$ cat config.mk
export PLATFORM = sky130hd
export DESIGN_NAME = dff_pipe_flat
export DESIGN_NICKNAME = d
export VERILOG_FILES = /design/src/rtl/dff_pipe_if.sv /design/src/rtl/dff_pipe.sv /design/src/flat_wrapper.sv
export SDC_FILE = /design/constraint.sdc
export NUM_CORES = 1
export LEC_CHECK = 0
export BUFFER_PORTS_ARGS = -buffer_cell sky130_fd_sc_hd__buf_4
export CORE_MARGIN = 1.5
export CORE_UTILIZATION = 35
export CTS_BUF_LIST = sky130_fd_sc_hd__clkbuf_16
export DETAILED_ROUTE_END_ITERATION = 16
export GPL_ROUTABILITY_DRIVEN = 1
export PLACE_DENSITY_LB_ADDON = 0.3
export SLEW_MARGIN = 20
export SYNTH_ARGS = -nofsm -noshare
export SYNTH_HDL_FRONTEND = slang
export SYNTH_SLANG_ARGS = --single-unit
$ cat constraint.sdc
create_clock -name clk -period 3 [get_ports clk]
set_clock_uncertainty 0.1 [all_clocks]
set_input_delay 0.6 -clock clk [delete_from_list [all_inputs] [get_ports clk]]
set_output_delay 0.6 -clock clk [all_outputs]
set_load 0.02 [all_outputs]
$ cat src/rtl/dff_pipe_if.sv
// Handshake bundle for dff_pipe: stage-0 inputs and last-stage outputs.
// The producer side uses the master modport and the pipeline uses the slave modport.
interface dff_pipe_if #(
  parameter int WIDTH = 8,
  parameter int DEPTH = 4
);
  localparam int CW = $clog2(DEPTH + 1);

  logic [WIDTH-1:0] i_d;
  logic             i_vld;
  logic             i_en;
  logic             i_flush;
  logic [WIDTH-1:0] o_q;
  logic [WIDTH-1:0] o_qb;
  logic             o_vld;
  logic [CW-1:0]    o_cnt;

  modport master (
    output i_d, i_vld, i_en, i_flush,
    input  o_q, o_qb, o_vld, o_cnt
  );

  modport slave (
    input  i_d, i_vld, i_en, i_flush,
    output o_q, o_qb, o_vld, o_cnt
  );
endinterface

$ cat src/rtl/dff_pipe.sv
// DEPTH-stage enabled register pipeline with per-stage valid bits, flush,
// and a registered count of the stages that currently hold valid data.
module dff_pipe #(
  parameter int               WIDTH   = 8,
  parameter int               DEPTH   = 4,
  parameter logic [WIDTH-1:0] RST_VAL = '0
) (
  input  logic     clk,
  input  logic     reset_n,
  dff_pipe_if.slave bus
);
  localparam int CW = $clog2(DEPTH + 1);

  logic [WIDTH-1:0] data_q    [DEPTH];
  logic [WIDTH-1:0] data_d    [DEPTH];
  logic [WIDTH-1:0] stage_src [DEPTH];
  logic [DEPTH-1:0] vld_q;
  logic [DEPTH-1:0] vld_d;
  logic [DEPTH-1:0] vld_src;
  logic [CW-1:0]    cnt_q;
  logic [CW-1:0]    cnt_d;

  // Source of each stage when the pipeline advances: the input for stage 0,
  // the previous stage otherwise.
  genvar gi;
  generate
    for (gi = 0; gi < DEPTH; gi++) begin : g_stage
      if (gi == 0) begin : g_head
        assign stage_src[gi] = bus.i_d;
        assign vld_src[gi]   = bus.i_vld;
      end else begin : g_body
        assign stage_src[gi] = data_q[gi-1];
        assign vld_src[gi]   = vld_q[gi-1];
      end
    end
  endgenerate

  always_comb begin
    data_d = data_q;
    vld_d  = vld_q;
    cnt_d  = cnt_q;
    // Data follows i_en even during a flush; flush only kills the valid bits.
    if (bus.i_en) begin
      data_d = stage_src;
    end
    if (bus.i_flush) begin
      vld_d = '0;
      cnt_d = '0;
    end else if (bus.i_en) begin
      vld_d = vld_src;
      cnt_d = cnt_q + CW'(bus.i_vld) - CW'(vld_q[DEPTH-1]);
    end
  end

  always_ff @(posedge clk or negedge reset_n) begin
    if (!reset_n) begin
      for (int k = 0; k < DEPTH; k++) begin
        data_q[k] <= RST_VAL;
      end
      vld_q <= '0;
      cnt_q <= '0;
    end else begin
      data_q <= data_d;
      vld_q  <= vld_d;
      cnt_q  <= cnt_d;
    end
  end

  assign bus.o_q   = data_q[DEPTH-1];
  assign bus.o_qb  = ~data_q[DEPTH-1];
  assign bus.o_vld = vld_q[DEPTH-1];
  assign bus.o_cnt = cnt_q;
endmodule

$ cat src/flat_wrapper.sv
// flat-port wrapper written by rule: the top's interface ports become plain ports
module dff_pipe_flat 
#(
  parameter int               WIDTH   = 8,
  parameter int               DEPTH   = 4,
  parameter logic [WIDTH-1:0] RST_VAL = '0
)
  (clk, reset_n, bus_i_d, bus_i_vld, bus_i_en, bus_i_flush, bus_o_q, bus_o_qb, bus_o_vld, bus_o_cnt);
  dff_pipe_if #(.WIDTH(WIDTH), .DEPTH(DEPTH)) bus_i ();
  input  logic clk;
  input  logic reset_n;
  input wire logic [$bits(bus_i.i_d)-1:0] bus_i_d;
  input wire logic [$bits(bus_i.i_vld)-1:0] bus_i_vld;
  input wire logic [$bits(bus_i.i_en)-1:0] bus_i_en;
  input wire logic [$bits(bus_i.i_flush)-1:0] bus_i_flush;
  output wire logic [$bits(bus_i.o_q)-1:0] bus_o_q;
  output wire logic [$bits(bus_i.o_qb)-1:0] bus_o_qb;
  output wire logic [$bits(bus_i.o_vld)-1:0] bus_o_vld;
  output wire logic [$bits(bus_i.o_cnt)-1:0] bus_o_cnt;
  assign bus_i.i_d = bus_i_d;
  assign bus_i.i_vld = bus_i_vld;
  assign bus_i.i_en = bus_i_en;
  assign bus_i.i_flush = bus_i_flush;
  assign bus_o_q = bus_i.o_q;
  assign bus_o_qb = bus_i.o_qb;
  assign bus_o_vld = bus_i.o_vld;
  assign bus_o_cnt = bus_i.o_cnt;
  dff_pipe #(.WIDTH(WIDTH), .DEPTH(DEPTH), .RST_VAL(RST_VAL)) u_core (.clk(clk), .reset_n(reset_n), .bus(bus_i));
endmodule
Yosys cells after proc, flatten, opt, wreduce, memory -nomap -nowiden
Index checks and enable logic that the tools add are counted.
{"block": "word_totals", "regBits": 39, "input_bits": 13, "output_inout_bits": 20, "word_cells": 14}
{"block": "op_classes", "n_addsub": 2, "n_mux": 4, "bitwise": 1, "n_reduce_logical": 1}
{"cell": "4-bit two-way mux", "count": 2}
{"cell": "8-bit inverter", "count": 1}
{"cell": "3-bit two-way mux", "count": 2}
{"cell": "3-bit by 1-bit adder with 3-bit output", "count": 1}
{"cell": "3-bit by 1-bit subtractor with 3-bit output", "count": 1}
{"cell": "2-bit nonzero test", "count": 1}

Longest topological paths before layout
{"block": "logic_depth", "word_depth": 4, "mapped_depth": 9, "depth_no_buf": 9}

Worst setup path before layout
OpenSTA, ideal clock, no wires.
{"block": "synth_timing", "path_type": "reg2reg", "startpoint": "register u_core.cnt_q[0], in the netlist u_core.bus.o_cnt[0]", "endpoint": "register u_core.cnt_q[2], in the netlist u_core.bus.o_cnt[2]", "setup_time_ns": 0.120, "arrival_ns": 1.812, "required_time_ns": 2.780, "setup_slack_ns": 0.968, "path_stages_with_launch": 10, "n_path_buf": 0, "period_less_slack_ns": 2.032, "path_cell_list": "dfrtp_1 -> inv_1 -> ha_1 -> inv_1 -> ha_1 -> inv_1 -> fa_1 -> xor2_1 -> a21oi_1 -> a31o_2"}
{"block": "synth_via", "elab_chain_cells": 4}
{"element": "from (decl)", "line_no": "dff_pipe.sv:20", "rtl": "logic [CW-1:0] cnt_q;"}
{"element": "from (signal assigned)", "line_no": "dff_pipe.sv:65", "rtl": "cnt_q <= cnt_d;"}
{"element": "3-bit by 1-bit adder with 3-bit output", "line_no": "dff_pipe.sv:51", "rtl": "cnt_d = cnt_q + CW'(bus.i_vld) - CW'(vld_q[DEPTH-1]);"}
{"element": "3-bit by 1-bit subtractor with 3-bit output", "line_no": "dff_pipe.sv:51"}
{"element": "3-bit two-way mux", "line_no": "dff_pipe.sv:49", "rtl": "end else if (bus.i_en) begin"}
{"element": "3-bit two-way mux", "line_no": "dff_pipe.sv:46", "rtl": "if (bus.i_flush) begin"}
No other way between the ends. The select of a mux whose other input is x is not followed.
A chain may end at the register's enable or synchronous reset.

Worst setup path in the final report
Same ends and word-level chain as after synthesis.

==> flow_summary.ini <==
[timing]
slew-limit-headroom = 0.652
setup_tns_ns = 0
maxSlewViolCount = 0
worst_pin_slew_ns = 0.522
fin_crit_sh = 0.696
rsz0062_at_grt = false
setup_viol_count_final = 0
hold_viol_final = 0
max_freq_mhz = 479
min_period_ns = 2.09

[place]
dp_hpwl_mm = 1.74
place_congestion = 0.695
numPortBuffers = 32

[floorplanning]
start_util = 0.367
rows = 24
dieArea_sq_um = 5050
die_x_um = 71.0
core_area_sq_um = 4410
die_h_um = 71.0
io_pins = 33

[critical_path]
slowest_stage = fa_1
worst-path-stages = 9
path_buf_inv = 3
required_ns = 3.06
crit_arrival_ns = 2.15
setup.worst_path.end = u_core.bus.o_cnt[2]
r2r_start = u_core.bus.o_cnt[0]
path_class = reg -> reg
critPathMaxFanout = 3
cp_cell_sequence = inv_1, ha_1, inv_1, ha_1, inv_1, fa_1, xor2_1, a21oi_1, a31o_2
r2r_slack_ns = 0.91
crit_family = adder cells
cp_common_cell = inv_1
ff2ff_path_depth = 9
cp-end-kind = flip-flop
r2r_end = u_core.bus.o_cnt[2]
max_stage_delay_ns = 0.38
crit_path_start = u_core.bus.o_cnt[0]
start_kind = flip-flop

[pwr]
seqPwrFrac = 0.466
power.density_nw_per_um2 = 694
p_comb_frac = 0.182
p_leak_nw = 0.964
p_clk_frac = 0.353
p_sw_mw = 0.346
p_int_mw = 1.02
peakVddDrop_mv = 0.259
power.share.switching = 0.254

[drt]
drtAntennaViolNets = 0
wl_mm = 2.52
dr_total_vias = 942
drcViolationCount = 0
first_pass_iters = 3
routedWlPerCell_um = 12.4
vias_per_cell = 4.64
drt_iter0_markers = 91

[cells_and_area]
fill_cells = 415
diodes = 0
most-common-layout-cells = 39 x dfrtp_1, 32 x buf_4, 24 x mux2_2
final_common_cell = dfrtp_1
fin_nets = 166
multi_input_area_sq_um = 500
drive_gt1_frac = 0.411
fin_util = 0.445
area_growth_pct = 21.2
regArea_sq_um = 976

[grt]
antenna_found_initial = 0
grtUsageTotal = 0.113
grt_pass1_vias = 993
grt_max_degree = 49
grt_overflow_total = 0
grt_pass1_wl_mm = 4.37

[logic_synthesis]
yosys_warnings = 0
synth_cells = 125
yosysSeqAreaShare = 0.602
synth_fa_ha_area_frac = 0.0278
synth_top_family_by_area = multiplexers
ys_types = 17
synth-seq-cells = 39
syn_nets = 141
synth-compound-area-share = 0.0332
synth-simple-area-share = 0.0386
syn_area_sq_um = 1620
synth_mux_area_frac = 0.204
synthXorXnorAreaFrac = 0.00541
syn-mean-instance-area_sq_um = 13.0

[cts]
cts_setup_buffers = 0
cts_sinks = 39
holdBufCountCts = 0
clk_latency_ns = 0.27
ctsResizeCount = 0
numCtsBuffers = 5
htree_num_levels = 2
root_buffer = clkbuf_16
path_clk_slew_ns = 0.05
cts_tree = yes
cts.path.max_buffers = 2

[run_status]
status = finished clean

[job]
cap_violations = 0

[worst_hold_path]
min_path_type = in -> async
## layout make-up
class	count	share of cell area
sequential	39	0.497
multi-input combinational	60	0.255
timing repair buffer	32	0.122
clock buffer	5	0.0637
tap	52	0.0331
inverter	12	0.0229
clock inverter	3	0.00574
## routing by layer
metal	GRT usage	vias up	routed length, um
met5	0	-	0
met4	0.0755	0	55
met3	0.0313	5	89
met2	0.187	17	1260
met1	0.127	470	1110
li1	-	450	-
## sequential cells by signal, indices dropped and copies added, names as in the netlist
| name | cells |
|---|---|
| u_core.bus.o_q | 8 |
| u_core.vld_q | 4 |
| u_core.bus.o_cnt | 3 |
| u_core.data_q | 24 |
## synth_stat cells (all sizes together)
cell type | n | share of area
dfrtp | 39 | 0.60
buf | 13 | 0.058
nand2b | 1 | 0.0039
inv | 12 | 0.028
mux2 | 24 | 0.17
xor2 | 1 | 0.0054
mux2i | 6 | 0.037
ha | 2 | 0.015
nand2 | 8 | 0.019
nor2 | 7 | 0.016
a31o | 1 | 0.0054
o21ai | 8 | 0.025
fa | 1 | 0.012
a21oi | 1 | 0.0031
clkbuf | 1 | 0.0031
## power by group through the flow
stage          Sequential (mW)  Combinational (mW)  Clock (mW)
2_1_floorplan            0.637               0.177           0
3_3_place_gp             0.640               0.245           0
3_5_place_dp             0.645               0.252           0
4_1_cts                  0.636               0.253       0.501
5_1_grt                  0.644               0.270       0.518
6_report                 0.635               0.248       0.480
## cell families after synthesis
group	count (synthesis)
compound gates	10
flops	39
simple gates	16
xor+xnor	1
buf+inv	26
mux	30
fa+ha+maj	3
## per-stage QoR
stage / power [mW] / cells / hold WS, ns / setup slack, ns / instance area, sq um
floorplan: 0.814 / 125 / 0.204 / 0.968 / 1620
global placement: 0.885 / 195 / 0.362 / 1.06 / 1830
detailed placement: 0.897 / 195 / 0.371 / 0.979 / 1830
CTS: 1.39 / 203 / 0.202 / 0.955 / 1960
global route: 1.43 / 203 / 0.226 / 0.862 / 1960
finish: 1.36 / 203 / 0.188 / 0.911 / 1960
## worst min-delay path by stage
| stage | from | to |
|---|---|---|
| 6_report | reset_n | u_core.data_q[11] |
| 5_1_grt | reset_n | u_core.data_q[19] |
| 4_1_cts | reset_n | u_core.data_q[27] |
| 3_5_place_dp | u_core.data_q[8] | u_core.bus.o_q[0] |
| 3_3_place_gp | u_core.data_q[8] | u_core.bus.o_q[0] |
| 2_1_floorplan | reset_n | u_core.bus.o_cnt[0] |
Note: power is estimated with default switching activity, not from simulation.
